$ cat src/rtl/x_delay_measure.sv
// x_delay_measure: counts clocks from a launch rising edge to the next echo rising edge,
// flagging timeouts when no echo is seen and stray echoes that arrive while idle.
module x_delay_measure #(
    parameter int MXDLY = 4,
    parameter int MXCNT = 8
) (
    input  logic             clock,
    input  logic             reset_n,
    input  logic             launch,
    input  logic             echo,
    output logic             busy,
    output logic             valid,
    output logic [MXDLY-1:0] delay,
    output logic             timeout,
    output logic             stray,
    output logic [MXCNT-1:0] nvalid
);
    localparam int MXSR = 1 << MXDLY;

    typedef enum logic {IDLE = 1'b0, WAIT = 1'b1} state_t;

    state_t           r_state, w_next;
    logic             r_launch_inh, r_echo_inh;
    logic             w_launch_os, w_echo_os, w_last;
    logic [MXDLY-1:0] r_cnt, w_cnt_next, w_delay;
    logic             w_valid, w_timeout, w_stray;
    logic             r_busy, r_valid, r_timeout, r_stray;
    logic [MXDLY-1:0] r_delay;
    logic [MXCNT-1:0] r_nvalid;

    assign w_launch_os = launch & ~r_launch_inh;
    assign w_echo_os   = echo & ~r_echo_inh;
    assign w_last      = r_cnt == MXDLY'(MXSR - 1);

    always_ff @(posedge clock or negedge reset_n) begin
        if (!reset_n) r_state <= IDLE;
        else          r_state <= w_next;
    end

    always_comb begin
        w_next = r_state;
        if (r_state == IDLE) w_next = (w_launch_os && !w_echo_os) ? WAIT : IDLE;
        else                 w_next = (w_echo_os || w_last) ? IDLE : WAIT;
    end

    always_comb begin
        w_valid    = (r_state == IDLE) ? (w_launch_os & w_echo_os) : w_echo_os;
        w_timeout  = (r_state == WAIT) & ~w_echo_os & w_last;
        w_stray    = (r_state == IDLE) & w_echo_os & ~w_launch_os;
        w_delay    = (r_state == IDLE) ? '0 : r_cnt;
        w_cnt_next = (r_state == IDLE) ? MXDLY'(1) : r_cnt + MXDLY'(1);
    end

    // Inhibits start high so an input already asserted at reset release is not an edge.
    always_ff @(posedge clock or negedge reset_n) begin
        if (!reset_n) begin
            r_launch_inh <= 1'b1;
            r_echo_inh   <= 1'b1;
            r_cnt        <= '0;
            r_busy       <= 1'b0;
            r_valid      <= 1'b0;
            r_timeout    <= 1'b0;
            r_stray      <= 1'b0;
            r_delay      <= '0;
            r_nvalid     <= '0;
        end else begin
            r_launch_inh <= launch;
            r_echo_inh   <= echo;
            r_cnt        <= (w_next == WAIT) ? w_cnt_next : '0;
            r_busy       <= w_next == WAIT;
            r_valid      <= w_valid;
            r_timeout    <= w_timeout;
            r_stray      <= w_stray;
            if (w_valid) r_delay <= w_delay;
            if (w_valid && r_nvalid != '1) r_nvalid <= r_nvalid + MXCNT'(1);
        end
    end

    assign busy    = r_busy;
    assign valid   = r_valid;
    assign delay   = r_delay;
    assign timeout = r_timeout;
    assign stray   = r_stray;
    assign nvalid  = r_nvalid;
endmodule
$ cat config.mk
export PLATFORM = sky130hd
export DESIGN_NAME = x_delay_measure
export DESIGN_NICKNAME = d
export VERILOG_FILES = /design/src/rtl/x_delay_measure.sv
export SDC_FILE = /design/constraint.sdc
export NUM_CORES = 1
export LEC_CHECK = 0
export BUFFER_PORTS_ARGS = -buffer_cell sky130_fd_sc_hd__buf_2
export CELL_PAD_IN_SITES_DETAIL_PLACEMENT = 0
export CELL_PAD_IN_SITES_GLOBAL_PLACEMENT = 1
export CORE_ASPECT_RATIO = 1.4
export CORE_MARGIN = 5
export CORE_UTILIZATION = 45
export CTS_CLUSTER_SIZE = 20
export DETAILED_ROUTE_END_ITERATION = 8
export PLACE_DENSITY = 0.82
export SLEW_MARGIN = 40
export SYNTH_ARGS = -nofsm -noshare
export SYNTH_HDL_FRONTEND = slang
export SYNTH_SLANG_ARGS = --single-unit
$ cat constraint.sdc
create_clock -name clock -period 3.9 [get_ports clock]
set_input_delay 0.78 -clock clock [delete_from_list [all_inputs] [get_ports clock]]
set_output_delay 0.78 -clock clock [all_outputs]
set_load 0.05 [all_outputs]
======== After elaboration in Yosys (flattened, before gate mapping) ========
Index checks and enable logic that the tools add are counted.
operators by class
  add/sub/neg operators ................... 2
  equality and inequality tests ........... 2
  bitwise gates (word level) .............. 12
  reduce and logical (&&, ||, !) cells .... 4
  muxes and demuxes ....................... 7
operator list
  cell                   number
  $mux W4                3
  $add A8 B1 Y8 const B  1
  $ne A8 B8 Y1 const B   1
  $and A1 B1 Y1          7
  $not A1 Y1             5
  $add A4 B1 Y4 const B  1
  $eq A4 B4 Y1 const B   1
  $mux W1                4
  $logic_and A1 B1 Y1    2
  $logic_not A1 Y1       1
  $logic_or A1 B1 Y1     1
word-level totals
  word-level logic and storage cells ...... 36
  bits of input ports ..................... 4
  register bits ........................... 22

======== Longest topological paths before layout ========
Gate-level depths: netlist of run 1.
  depth in word-level cells ............... 7
  mapped depth ............................ 6
  mapped depth without buffers ............ 5

======== Worst setup path before layout of run 1 ========
Ideal clock, no wire load.
  kind .................................... input port to flip-flop
  from .................................... input echo
  to ...................................... register r_nvalid[1], in the netlist nvalid[1]
  data arrival time ....................... 1.694 ns
  library setup time ...................... 0.125 ns
  data required time ...................... 3.775 ns
  stages .................................. 5
  setup slack ............................. 2.081 ns
  buffers on the path ..................... 1
  cells stage by stage .................... nor2b_2 > buf_6 > o21ai_4 > a31oi_1 > mux2_2
between the ends
  cells in the longest elaborated chain, start to end .. 4
ends and longest elaborated chain
  item                    line  source
  start: declaration      10    input logic echo,
  $and A1 B1 Y1 *         32    assign w_echo_os = echo & ~r_echo_inh;
  $and A1 B1 Y1           47    w_valid = (r_state == IDLE) ? (w_launch_os & w_echo_os) : w_echo_os;
  $mux W1 *               47
  $logic_and A1 B1 Y1 *   75    if (w_valid && r_nvalid != '1) r_nvalid <= r_nvalid + MXCNT'(1);
  end signal: assignment  75
  end: declaration        29    logic [MXCNT-1:0] r_nvalid;
Every way passes the cells marked *; elsewhere a longest branch is shown, timed or not.
A chain may end at the register's enable or synchronous reset.

======== Worst setup path in the final report of run 1 ========
  from .................................... register r_busy, in the netlist busy
  to ...................................... output busy
RTL lines
  item                      line  source
  start: declaration        27    logic r_busy, r_valid, r_timeout, r_stray;
  start signal: assignment  60    r_busy <= 1'b0;
  start signal: assignment  70    r_busy <= w_next == WAIT;
  end: declaration          11    output logic busy,
No word-level cell between the ends.

==> impl_summary.txt, run 1 <==
----------------------------------------------------
[Final layout]
  Commonest cells after routing, fill and taps aside ... dfrtp_1, buf_2, nand2_1, a32o_1, mux2_2
  Most common library cell in the layout ignoring fill and taps ... dfrtp_1
  Final-stage net count ... 105
  Count of inserted antenna diode cells ... 0
  Fraction of layout cells with a size suffix above 1 ... 37.8%
  Layout area overhead ... 15.6%

[Floorplan]
  Initial core utilization ... 46.1%
  Site row count ... 20
  Core outline area ... 0.00213 sq mm
  Die Outline Area ... 0.00322 sq mm
  Width of the chip ... 49.4 um
  DIE HEIGHT ... 65.2 um
  Number of placed I/O pins ... 20

[CTS]
  Later-pin clock latency in the skew report ... 0.30 ns
  CTS clk-pin slew, worst paths ... 0.12 ns
  Hold buffers post-CTS ... 0
  Root Driver ... clkbuf_4
  PostCTS Resize Cnt ... 0
  CTS tree ... done
  Clock buffer count from CTS ... 3
  Depth of the CTS H-tree ... 1
  Post-CTS repair timing setup buffer count ... 0
  Clock tree sinks ... 22
  Bufs on Longest Clock Path ... 2

[Routing]
  Total wire length ... 1810 um
  Vias per cell ... 5.55
  Pre-Repair DR Iteration Count ... 4
  First DRT Iteration DRCs ... 15
  Routed Antenna Nets ... 0
  Post-detailed-route wirelength per cell ... 15.1 um
  Total via count in the routed design ... 666
  DRC violations left ... 0

[Synth]
  Synth top area cells ... dfrtp_1, dfstp_2, mux2_2
  Post-synthesis instance area ... 980 sq um
  Synthesized netlist cell count ... 77
  Largest area contributor in the synthesized netlist ... dfrtp_1
  Yosys reg bits ... 22
  Async S/R FF share, synth ... 100%
  Number of distinct library cells after synthesis ... 31
  Number of flops mapped to enable cells by yosys ... 0
  Warning count from the yosys run ... 0
  Synth Flop Type ... dfrtp_1
  Sequential cell area fraction in the yosys report ... 56.4%
  Total nets after synthesis ... 83
  Area share of the largest cell type after synthesis ... 51.1%
  Mean cell area of the mapped netlist ... 12.7 sq um

[STA]
  Setup violations, final ... 0
  Maximum clock rate ... 479 MHz
  Relative slew margins ... 68.5%
  Slew @ Worst Pin ... 0.470 ns
  Final worst hold slack ... 0.415 ns
  Final worst path period share ... 53.5%
  Post-Route Setup TNS ... 0 ns
  Fin worst setup slack ... 1.81 ns
  Pins over their slew limit ... 0
  Clock skew ... 0.00193 ns
  Setup repair after global routing missed its margin ... false
  Shortest clock period the worst path allows after layout ... 2.09 ns
  Count of final hold-check violations ... 0

[Worst setup path]
  Category of the worst setup path launch point ... flop
  Nature of the critical path endpoint ... output pin
  Cells along the critical path ... buf_2
  Delay of the slowest cell on the worst path ... 0.65 ns
  Worst path bufs/invs ... 1
  Signal arrival time at the worst endpoint ... 1.31 ns
  Largest delay share family, worst path ... flip-flops
  Critical path type ... reg2out
  Required time of the critical path ... 3.12 ns
  Crit-path max FO ... 12
  Worst path slowest cell ... dfrtp_1

[Power]
  Peak supply drop ... 0.351 mV
  Power consumption ... 716 uW
  Cell Pwr Density ... 632 mW/mm^2
  P_leak ... 0.000555 uW

[Placement]
  Post-Place Worst Slack ... 1.69 ns
  Last weighted congestion value of the routability-driven placer ... 0.794
  Detailed Place HPWL ... 1400 um
  Count of input and output buffers ... 19

[Hold path]
  Worst Hold Class ... in2async

[Global routing]
  Vias in the first global route ... 694
  Wire length of the first global-routing pass ... 3150 um
  Maximum number of pins on one net before global-route repair ... 23
  Residual overflow from global routing ... 0
  Initial antenna violation count ... 0
  Global-route usage over all layers ... 12.6%

[Job]
  Max capacitance violation total ... 0

[Run status]
  Result of the run ... completed

----------------------------------------------------
## metal layers
metal	track usage, %	vias to the layer above	routed length [um]
met5	0	-	0
met1	14.0	330	719
met4	6.89	0	18
met2	22.1	11	1010
li1	-	323	-
met3	2.49	2	68
## cells by family (layout without fill, tap and decap cells)
| family | after synthesis | after routing | synth area share (%) |
|---|---|---|---|
| flops | 22 | 22 | 56.4 |
| xor+xnor | 4 | 4 | 3.58 |
| mux | 4 | 4 | 4.60 |
| simple gates | 26 | 26 | 15.6 |
| fa+ha+maj | 2 | 2 | 2.55 |
| compound gates | 16 | 16 | 14.6 |
| buf+inv | 3 | 24 | 2.68 |
## through the flow
stage          utilization [%]  cell area (sq um)  instances
4_1_cts                   53.2               1130        120
2_1_floorplan                -                980         77
3_3_place_gp              50.8               1080        116
5_1_grt                   53.2               1130        120
6_report                  53.2               1130        120
3_5_place_dp              50.8               1080        116
## cells in the mapped netlist (2+ instances only)
master    instances
dfstp_2           2
buf_6             2
mux2_2            4
nor2_1            3
a32o_1            4
o21a_1            2
nand3_1           2
nand4_1           2
xor2_1            3
dfrtp_1          20
ha_1              2
a21oi_1           2
nand2_1           7
a31oi_1           3
nand2b_1          2
nor3_1            2
## final cells by class
type	instances	area, sq um
Timing Repair Buffer	19	95.1
Clock inverter	1	30.0
Clock buffer	3	22.5
Tap cell	22	27.5
Fill cell	190	995
Inverter	1	3.75
Multi-Input combinational cell	52	400
Sequential cell	22	553
## worst paths after layout
path	startpoint	to	slack (ns)	cells past startpoint
worst max-delay path	busy$_DFF_PN0_	busy	1.81	1
worst min-delay path	reset_n	nvalid[6]$_DFFE_PN0P_	0.41	1
worst max register to register	r_echo_inh$_DFF_PN1_	nvalid[1]$_DFFE_PN0P_	2.23	4
worst min register to register	delay[2]$_DFFE_PN0P_	delay[2]$_DFFE_PN0P_	0.51	1
max in group asynchronous	reset_n	r_echo_inh$_DFF_PN1_	3.14	1
min in group clock	delay[2]$_DFFE_PN0P_	delay[2]$_DFFE_PN0P_	0.51	1
## sequential cells by signal (all words and copies together), names as in the netlist
name and count:
r_launch_inh 1, nvalid 8, stray 1, valid 1, timeout 1, busy 1
delay 4, r_cnt 4, r_echo_inh 1
## report_power, final
part | switching [uW] | internal [uW]
combinational | 167 | 66.7
sequential | 48.1 | 263
clock | 66.7 | 104
Power figures use the tool's default switching activity.
==> run 2, diff against run 1 <==
Settings changed: CORE_UTILIZATION 45 to 41, PLACE_DENSITY 0.82 to 0.76.
Clock period 3.9 ns to 2.1 ns, I/O delays scaled along.
==> run 2 against run 1 <==
Net effect:
- critical path depth stayed put
- register-to-register slack worse by 1.8 ns
- core utilization is 5.1 points lower
- clock power is 33% higher
- cell count is 1.7% higher
- routed wire length is 3.4% lower
- sequential power is 86% higher
- global-route usage is 0.18 points lower
- critical endpoint unchanged
==> impl_summary.txt, run 2 (synthesized netlist as in run 1, its figures left out) <==
----------------------------------------------------
[Worst setup path]
  Worst path bufs/invs ... 1 (unchanged)
  Signal arrival time at the worst endpoint ... 1.33 ns (+0.02 ns)
  Nature of the critical path endpoint ... output pin
  Worst path slowest cell ... dfrtp_1
  Crit-path max FO ... 12 (unchanged)
  Required time of the critical path ... 1.68 ns (-1.44 ns)
  Critical path type ... reg2out
  Cells along the critical path ... buf_2
  Category of the worst setup path launch point ... flop
  Largest delay share family, worst path ... flip-flops
  Delay of the slowest cell on the worst path ... 0.67 ns (+0.02 ns)

[Placement]
  Detailed Place HPWL ... 1340 um (-4.3%)
  Last weighted congestion value of the routability-driven placer ... 0.808 (+1.9%)
  Placed instance count ... 118 (+1.7%)
  Count of input and output buffers ... 19 (unchanged)

[STA]
  Maximum clock rate ... 570 MHz
  Setup violations, final ... 0 (unchanged)
  Setup repair after global routing missed its margin ... false
  Final worst path period share ... 83.5%
  Shortest clock period the worst path allows after layout ... 1.75 ns
  Count of final hold-check violations ... 0 (unchanged)
  Post-Route Setup TNS ... 0 ns (unchanged)
  Pins over their slew limit ... 0 (unchanged)
  Slew @ Worst Pin ... 0.493 ns (+0.0227 ns)
  Clock skew ... 0.00190 ns (-0.0000318 ns)
  Relative slew margins ... 67.2% (-1.4 points)

[Floorplan]
  Number of placed I/O pins ... 20 (unchanged)
  Site row count ... 21 (+5.0%)
  DIE HEIGHT ... 67.8 um (+4.0%)
  Core outline area ... 0.00234 sq mm (+9.9%)
  Width of the chip ... 51.3 um (+3.8%)
  Die Outline Area ... 0.00348 sq mm (+8.0%)
  Initial core utilization ... 41.9% (-4.2 points)

[Power]
  Sequential group share of total power ... 46.5% (+3.0 points)
  Peak supply drop ... 0.474 mV (+35%)
  Net Sw Power ... 522 uW (+85%)
  Fraction of power consumed by combinational cells ... 35.2% (+2.5 points)
  Proportion of total power due to net switching ... 42.0% (+2.6 points)
  P_leak ... 0.000553 uW (-0.33%)
  Power consumption ... 1240 uW (+74%)
  Cell Pwr Density ... 1110 mW/mm^2 (+75%)
  Internal Dissipation ... 722 uW (+66%)
  Clock Power Share ... 18.3% (-5.5 points)

[CTS]
  Later-pin clock latency in the skew report ... 0.30 ns (about the same)
  PostCTS Resize Cnt ... 0 (unchanged)
  Post-CTS repair timing setup buffer count ... 0 (unchanged)
  Hold buffers post-CTS ... 0 (unchanged)
  Clock buffer count from CTS ... 3 (unchanged)
  CTS clk-pin slew, worst paths ... 0.11 ns (about the same)
  Depth of the CTS H-tree ... 1 (unchanged)
  CTS tree ... done
  Bufs on Longest Clock Path ... 2 (unchanged)
  Root Driver ... clkbuf_4
  Clock tree sinks ... 22 (unchanged)

[Final layout]
  Fraction of layout cells with a size suffix above 1 ... 38.4% (+0.63 points)
  Count of inserted antenna diode cells ... 0 (unchanged)
  Final-stage net count ... 106 (+0.95%)
  Commonest cells after routing, fill and taps aside ... dfrtp_1, buf_2, nand2_1, a32o_1, mux2_2
  Most common library cell in the layout ignoring fill and taps ... dfrtp_1
  Layout area overhead ... 14.8%
  Post-Layout Cell Count ... 122 (+1.7%)
  Max reg flops ... 8 (unchanged)

[Job]
  Max capacitance violation total ... 0 (unchanged)

[Hold path]
  Worst Hold Class ... in2async

[Routing]
  DRC violations left ... 0 (unchanged)
  Total wire length ... 1750 um (-3.4%)
  Vias per cell ... 5.53 (-0.31%)
  Total via count in the routed design ... 675 (+1.4%)
  Pre-Repair DR Iteration Count ... 4 (unchanged)
  First DRT Iteration DRCs ... 22 (+7)
  Post-detailed-route wirelength per cell ... 14.4 um (-5.0%)
  Routed Antenna Nets ... 0 (unchanged)

[Global routing]
  Met1 track utilization from global routing ... 12.8% (-1.2 points)
  Vias in the first global route ... 710 (+2.3%)
  Global-route usage over all layers ... 12.4% (-0.18 points)
  Met3 layer usage reported by global route ... 3.05% (+0.56 points)
  M2 GR Usage ... 22.7% (+0.65 points)
  Most heavily used metal layer in global routing ... met2
  Residual overflow from global routing ... 0 (unchanged)
  Maximum number of pins on one net before global-route repair ... 23 (unchanged)
  Wire length of the first global-routing pass ... 3110 um (-1.3%)
  Initial antenna violation count ... 0 (unchanged)

[Run status]
  Result of the run ... completed

----------------------------------------------------
## run 2: cell types whose count changed in the layout (fill, tap and decap cells not counted), sizes merged
| cell | change |
|---|---|
| bufinv | -1 |
| buf | +1 |
| clkbuf | +1 |
## run 2: worst paths after layout
path                            slack (ns)  cells past startpoint                   start                endpoint
min in group clock                    0.21                      1                  launch  r_launch_inh$_DFF_PN1_
worst max register to register        0.44                      5  r_launch_inh$_DFF_PN1_   nvalid[6]$_DFFE_PN0P_
worst min-delay path                  0.05                      1                 reset_n   nvalid[7]$_DFFE_PN0P_
worst max-delay path                  0.35                      1          busy$_DFF_PN0_                    busy
max in group asynchronous             1.70                      1                 reset_n  r_launch_inh$_DFF_PN1_
worst min register to register        0.50                      1    delay[3]$_DFFE_PN0P_    delay[3]$_DFFE_PN0P_
## run 2: final cells by class
type	count	area (sq um)
tap	23	28.8
sequential	22	553
fill	229	1210
multi-input combinational	52	400
clock buffer	4	36.3
inverter	1	3.75
timing repair buffer	20	103
## run 2: metrics by stage
step | setup WS [ns] | util [%] | hold WS [ns] | area [sq um]
2_1_floorplan | 0.317 | - | 0.124 | 980
3_3_place_gp | 0.425 | 46.5 | 0.412 | 1090
3_5_place_dp | 0.415 | 46.5 | 0.408 | 1090
4_1_cts | 0.336 | 48.1 | 0.0583 | 1120
5_1_grt | 0.285 | 48.1 | 0.0729 | 1120
6_report | 0.346 | 48.1 | 0.0510 | 1120
## run 2: per-layer routing
metal  vias up  share of wire [%]  routed length, um
li1        326                  -                  -
met2        13                 53                923
met5         -                  0                  0
met4         0                1.9                 33
met3         4                4.1                 71
met1       332                 41                723
## run 2: power groups by stage
stage               sequential [uW]  combinational [uW]  clock [uW]
global placement                585                 437           0
floorplan                       767                 151           0
finish                          578                 437         228
detailed placement              587                 444           0
global route                    592                 471         263
CTS                             579                 445         241
